$ cat config.mk
export PLATFORM = sky130hd
export DESIGN_NAME = quadrature_decoder_flat
export DESIGN_NICKNAME = d
export VERILOG_FILES = /design/src/rtl/quadrature_decoder_if.sv /design/src/rtl/quadrature_decoder.sv /design/src/flat_wrapper.sv
export SDC_FILE = /design/constraint.sdc
export NUM_CORES = 1
export LEC_CHECK = 0
export BUFFER_PORTS_ARGS = -buffer_cell sky130_fd_sc_hd__buf_2
export CORE_MARGIN = 2
export CORE_UTILIZATION = 35
export DETAILED_ROUTE_END_ITERATION = 10
export HOLD_SLACK_MARGIN = 0.08
export SLEW_MARGIN = 40
export SYNTH_ARGS = -nofsm -noshare
export SYNTH_HDL_FRONTEND = slang
export SYNTH_SLANG_ARGS = --single-unit
$ cat constraint.sdc
create_clock -name clk -period 2.1 [get_ports clk]
set_input_delay 0.21 -clock clk [delete_from_list [all_inputs] [get_ports clk]]
set_output_delay 0.21 -clock clk [all_outputs]
set_load 0.02 [all_outputs]
$ cat src/rtl/quadrature_decoder_if.sv
// Bundles the raw phase inputs and decoded outputs of the quadrature front end.
interface quadrature_decoder_if;
   logic       a_in;
   logic       b_in;
   logic       step;
   logic       up_down;
   logic       err;
   logic [7:0] err_count;

   modport master (
      output a_in,
      output b_in,
      input  step,
      input  up_down,
      input  err,
      input  err_count
   );

   modport slave (
      input  a_in,
      input  b_in,
      output step,
      output up_down,
      output err,
      output err_count
   );
endinterface

$ cat src/rtl/quadrature_decoder.sv
// Quadrature front end: synchronizes and glitch-filters raw A/B phases, then
// decodes the Gray sequence into step pulses, a held direction level, and an
// error pulse with saturating count for illegal double-edge transitions.
//
//   state   | meaning
//   --------+-----------------------------------------------------------
//   ST_INIT | settle after reset; prev tracks filtered {A,B}, no outputs
//   ST_RUN  | decode filtered {A,B} against prev every cycle
module quadrature_decoder #(
   parameter int unsigned FILTER_CYCLES = 3
) (
   input logic                clk,
   input logic                reset,
   quadrature_decoder_if.slave bus
);

   localparam logic [0:0] ST_INIT = 1'b0;
   localparam logic [0:0] ST_RUN  = 1'b1;

   // Filter flips on the cycle that would make the disagreement run reach FILTER_CYCLES.
   localparam logic [3:0] FILT_LAST = 4'(FILTER_CYCLES - 1);
   // INIT spans FILTER_CYCLES+3 edges: load FILTER_CYCLES+2 and leave at zero.
   localparam logic [4:0] INIT_LOAD = 5'(FILTER_CYCLES + 2);

   logic [1:0] sync_a;
   logic [1:0] sync_b;
   logic       filt_a;
   logic       filt_b;
   logic [3:0] cnt_a;
   logic [3:0] cnt_b;

   logic [0:0] state;
   logic [4:0] init_cnt;
   logic [1:0] prev;
   logic [1:0] cur;

   logic       step_r;
   logic       up_down_r;
   logic       err_r;
   logic [7:0] err_count_r;

   logic       is_step;
   logic       is_err;
   logic       step_up;

   // Two-flop synchronizers for the asynchronous phase inputs.
   always_ff @(posedge clk or negedge reset) begin
      if (!reset) begin
         sync_a <= 2'b00;
         sync_b <= 2'b00;
      end else begin
         sync_a <= {sync_a[0], bus.a_in};
         sync_b <= {sync_b[0], bus.b_in};
      end
   end

   // Phase A filter: flip only after a sustained disagreement.
   always_ff @(posedge clk or negedge reset) begin
      if (!reset) begin
         filt_a <= 1'b0;
         cnt_a  <= 4'd0;
      end else if (sync_a[1] == filt_a) begin
         cnt_a <= 4'd0;
      end else if (cnt_a == FILT_LAST) begin
         filt_a <= ~filt_a;
         cnt_a  <= 4'd0;
      end else begin
         cnt_a <= cnt_a + 4'd1;
      end
   end

   // Phase B filter: same rule as phase A.
   always_ff @(posedge clk or negedge reset) begin
      if (!reset) begin
         filt_b <= 1'b0;
         cnt_b  <= 4'd0;
      end else if (sync_b[1] == filt_b) begin
         cnt_b <= 4'd0;
      end else if (cnt_b == FILT_LAST) begin
         filt_b <= ~filt_b;
         cnt_b  <= 4'd0;
      end else begin
         cnt_b <= cnt_b + 4'd1;
      end
   end

   // Classify the filtered transition; up order is 00->10->11->01->00.
   always_comb begin
      cur     = {filt_a, filt_b};
      is_err  = ((cur ^ prev) == 2'b11);
      is_step = ((cur ^ prev) == 2'b01) || ((cur ^ prev) == 2'b10);
      step_up = 1'b0;
      case ({prev, cur})
         4'b00_10, 4'b10_11, 4'b11_01, 4'b01_00: step_up = 1'b1;
         default:                                 step_up = 1'b0;
      endcase
   end

   // Sequencer and registered outputs; prev always follows the filtered state.
   always_ff @(posedge clk or negedge reset) begin
      if (!reset) begin
         state       <= ST_INIT;
         init_cnt    <= INIT_LOAD;
         prev        <= 2'b00;
         step_r      <= 1'b0;
         up_down_r   <= 1'b1;
         err_r       <= 1'b0;
         err_count_r <= 8'd0;
      end else begin
         step_r <= 1'b0;
         err_r  <= 1'b0;
         prev   <= cur;
         case (state)
            ST_INIT: begin
               if (init_cnt == 5'd0) begin
                  state <= ST_RUN;
               end else begin
                  init_cnt <= init_cnt - 5'd1;
               end
            end
            default: begin
               if (is_err) begin
                  err_r <= 1'b1;
                  if (err_count_r != 8'hFF) begin
                     err_count_r <= err_count_r + 8'd1;
                  end
               end else if (is_step) begin
                  step_r    <= 1'b1;
                  up_down_r <= step_up;
               end
            end
         endcase
      end
   end

   assign bus.step      = step_r;
   assign bus.up_down   = up_down_r;
   assign bus.err       = err_r;
   assign bus.err_count = err_count_r;

endmodule

$ cat src/flat_wrapper.sv
// flat-port wrapper written by rule: the top's interface ports become plain ports
module quadrature_decoder_flat 
#(
   parameter int unsigned FILTER_CYCLES = 3
)
  (clk, reset, bus_a_in, bus_b_in, bus_step, bus_up_down, bus_err, bus_err_count);
  quadrature_decoder_if bus_i ();
  input logic clk;
  input logic reset;
  input wire logic [$bits(bus_i.a_in)-1:0] bus_a_in;
  input wire logic [$bits(bus_i.b_in)-1:0] bus_b_in;
  output wire logic [$bits(bus_i.step)-1:0] bus_step;
  output wire logic [$bits(bus_i.up_down)-1:0] bus_up_down;
  output wire logic [$bits(bus_i.err)-1:0] bus_err;
  output wire logic [$bits(bus_i.err_count)-1:0] bus_err_count;
  assign bus_i.a_in = bus_a_in;
  assign bus_i.b_in = bus_b_in;
  assign bus_step = bus_i.step;
  assign bus_up_down = bus_i.up_down;
  assign bus_err = bus_i.err;
  assign bus_err_count = bus_i.err_count;
  quadrature_decoder #(.FILTER_CYCLES(FILTER_CYCLES)) u_core (.clk(clk), .reset(reset), .bus(bus_i));
endmodule
==> impl.org <==
** Clocking
- TritonCTS built the clock tree.
- At the later pin of the worst-skew pair, clock insertion delay measures 0.28 ns.
- Number of buffers between clock root and the deepest sink :: 2
- H-tree Lvls :: 2
- CTS clock-pin slew for the worst setup and hold paths :: around 0.07 ns
- Counting every sink on the clock net gives 33.
- Number of gates given a new drive strength after cts :: 0
- Clock tree synthesis selected as its root buffer the cell clkbuf_8.
- Buffers inserted during clock tree synthesis total 5.

** Floorplanning
- Area of the die :: approximately 4500 µm²
- Once the floorplan was initialized, standard cells occupied 37.0% of the core.
- Floorplan Core Area :: approximately 3700 µm²
- Row generation in the floorplan step produced 22 rows.
- From bottom edge to top edge, the die measures 66.9 µm.
- I/O pin total :: 15
- Horiz. Die Dim :: 66.9 µm

** Drt
- Highest layer used for signal routing :: met4
- Average detailed-routed wire length per instance :: approximately 12 µm
- Summing over every cut layer, the via total after detailed routing is 852.
- Detailed routing placed a total of a little over 1000 µm of wire on met2.
- After detailed routing, the total wire length is 2220 µm.
- The routed design uses 113 µm of met3 wire.
- In the final routing, the length of wire on met1 measures 1040 µm.
- Ratio of routed vias to standard cells :: 4.56
- After the first detailed-routing iteration, the DRC count stood at 33.
- The detail route stage leaves a number of antenna-violating nets equal to 0.
- For this run, design rule violations remaining after detail routing come to 0.
- Number of optimization iterations in the first detailed-route pass :: 4

** Worst setup path
- Crit path required time :: 2.27 ns
- STA classifies the critical path endpoint as a flip-flop.
- For the worst setup path, the data arrival time is approximately 1.9 ns.
- In this run the critical register-to-register path is captured at u_core.bus.err_count[6].
- In this run the critical register-to-register path is launched from u_core.filt_a.
- The largest individual stage delay along the critical path comes from the cell dfrtp_1.
- Worst setup SP type :: flip-flop
- Register-to-Register Setup Slack :: 0.38 ns
- WS Path Type :: flip-flop to flip-flop
- Worst-path fanout max :: 5
- Following the worst setup path forward leads to its endpoint at u_core.bus.err_count[6].
- The critical path goes through xor2_1, ha_1, and2_1, nand2_1, nor2_1, mux2_2.
- The largest single stage delay on the critical path is 0.45 ns.
- Measured in cells, the most critical reg-to-reg path has a length of 6.
- Crit path launch :: u_core.filt_a

** Global routing
- Global routing consumed, over all layers together, roughly an eighth of the routing resources.
- Total overflow reported by the global router :: 0
- Global-route wire length before repair :: 3960 µm
- The number of antenna violations at the first check in global routing is 0.
- The via count of the first global-routing pass was 869.
- Pin count of the biggest net entering global routing :: 34

** Finish
- Commonest non-fill, non-tap cell in the layout :: dfrtp_1
- The number of antenna diodes in the final layout is 0.
- Fin cells :: between 150 and 200
- Measured on the finished design, the core utilization comes to 44.6%.
- Post-route standard cell area excluding fillers :: approximately 1700 µm²
- The post-route netlist has a little under a quarter of its cells at a drive strength greater than 1.
- Signed area change from the synthesized netlist to the final layout :: 20.7%
- Total of fill cells in the finished design :: 364
- Net count, final :: 149
- Most used cells in the layout excluding fill and tap cells :: dfrtp_1, nand2_1, buf_2

** Outcome
- Run status :: complete, no violations

** Logic synthesis
- After Yosys synthesis, full adders, half adders and majority gates account for 6.33% of the synthesized area.
- Counting flops and latches in the post-synthesis netlist gives 33.
- The cell area that synthesis handed to floorplanning was 1380 µm².
- The top cell type by area accounts for 54.2% of the synthesized area.
- Combinational family with the most area after synthesis :: simple AND/OR/NAND/NOR gates
- Summed over all instances, the cell type with the most area after synthesis is dfrtp_1.
- Share of the synthesized netlist area taken by xor and xnor gates :: 10.8%
- Ys Warns :: 0
- Post-synthesis instance total :: 115
- Measured against the total synthesized area, the mux share comes to 3.25%.
- By area the synthesized netlist is led by dfrtp_1, ha_1, xnor2_1, dfstp_2, xor2_1.
- Post-synthesis sequential area ratio :: 59.9%
- Post-Synthesis Net Count :: approximately 130
- Mean post-synth cell area :: 12.0 µm²
- Summing the areas of all compound-gate instances in the mapped netlist gives 2.80% of the synthesized area.
- Share of synthesized cell area in and, or, nand and nor gates :: 14.7%
- Number of distinct library cells after synthesis :: 24

** Timing
- Final setup fails :: 0
- Final hold viol count :: 0
- The worst path needs 1.72 ns of the cycle, external delays included.
- On the final layout, the worst clock skew is 0.00448 ns.
- Final hold slack :: 0.354 ns
- Least-Margin Pin Slew :: 0.713 ns
- Max-slew headroom :: 52.5%
- Setup repair after global routing left no endpoint under its margin.
- Share of the clock period used by the worst path after layout :: 81.9%
- Number of max-slew violations in the final report :: 0
- Max Clk Rate :: 0.582 GHz
- Aggregate negative setup slack :: 0 ns

** Place
- HPWL after detailed placement :: around 1600 µm
- Total cell area at the placement stage :: about 1500 µm²
- The congestion estimate from routability-driven global placement came to between 0.7 and 0.8.
- Placed Instances :: 176
- Count of input and output buffers :: 14

** Min path
- The path class of the tightest hold or removal check is flip-flop to flip-flop.

** Run
- The tool flagged a number of max-cap violations equal to 0.

** Pwr
- For this design the ratio of total power to cell area is 1390 nW/µm².
- Largest voltage drop on the vdd net :: 0.570 mV
- For this design the static power due to leakage is a little under 0.8 nW.
worst max-delay path: cells and delay by family, from the launching register on:
family | cells | cell delay, ns
and+or+nand+nor | 3 | 0.45
muxes | 1 | 0.34
xor gates and xnor gates | 1 | 0.21
adders and majority gates | 1 | 0.16
DFF | 1 | 0.45
how the worst min path moves through the flow:
stage                          start          endpoint  cells past startpoint
detailed placement             reset   u_core.cnt_a[0]                      1
finish              u_core.sync_a[0]  u_core.sync_a[1]                      0
CTS                 u_core.sync_a[0]  u_core.sync_a[1]                      0
floorplan                      reset    u_core.bus.err                      0
global route        u_core.sync_a[0]  u_core.sync_a[1]                      0
global placement               reset   u_core.cnt_a[0]                      1
repair_timing:
item / in CTS / in global routing
buffers inserted: 0 / 0
endpoints found under the hold margin: 32 / 0
hold buffers: 3 / 0
logic make-up (layout without fill, tap and decap cells):
kind of cell               after synthesis  count (layout)
DFF                                     33              33
muxes                                    4               4
adders and majority gates                7               7
xor gates and xnor gates                17              17
buffers and inverters                    7              31
and+or+nand+nor                         41              41
AOI/OAI and AO/OA                        6               6
sequential cells by signal, indices dropped and copies added, names as in the netlist:
signal,flops
u_core.filt_a,1
u_core.bus.step,1
u_core.bus.err_count,8
u_core.sync_a,2
u_core.prev,2
u_core.bus.err,1
u_core.init_cnt,5
u_core.filt_b,1
u_core.cnt_b,4
u_core.cnt_a,4
u_core.sync_b,2
u_core.bus.up_down,1
u_core.state,1
where the power goes:
| part | switching, mW | internal (mW) | total [mW] |
|---|---|---|---|
| clock | 0.227 | 0.471 | 0.698 |
| combinational | 0.382 | 0.279 | 0.661 |
| sequential | 0.156 | 0.801 | 0.958 |
| total | 0.765 | 1.55 | 2.32 |
metal layers:
| metal | up-vias | GRT usage (%) |
|---|---|---|
| met1 | 408 | 14.5 |
| met4 | 0 | 5.36 |
| li1 | 423 | - |
| met5 | - | 0 |
| met2 | 16 | 19.3 |
| met3 | 5 | 6.59 |
Yosys cell counts:
library cell,n
nand3_1,4
dfrtp_1,30
buf_4,1
mux2_2,4
a21oi_1,1
nor4b_1,1
ha_1,7
nand2b_1,1
nand2b_2,1
nand4_1,2
and2_1,1
nor2_1,13
dfstp_2,3
xnor2_1,10
nand2_1,14
xor2_1,7
o31ai_1,1
a21boi_1,1
o21ai_0,2
nand4_2,1
inv_1,6
nor3_1,1
and4_4,2
o31a_1,1
through the flow:
step,worst slack (ns),power (mW)
after global placement,0.474,1.60
final,0.380,2.32
after CTS,0.378,2.35
after detailed placement,0.398,1.64
after global routing,0.221,2.48
after floorplan,0.544,1.45
cell type report:
type,instances,area [µm²],share of cell area [%]
Timing Repair Buffer,17,100,5.99
Clock buffer,5,68.8,4.12
Multi-Input combinational cell,75,524,31.4
Clock inverter,3,65.1,3.90
Inverter,6,22.5,1.35
Sequential cell,33,830,49.7
Tap cell,48,60.1,3.60
(Power assumes the default switching activity.)
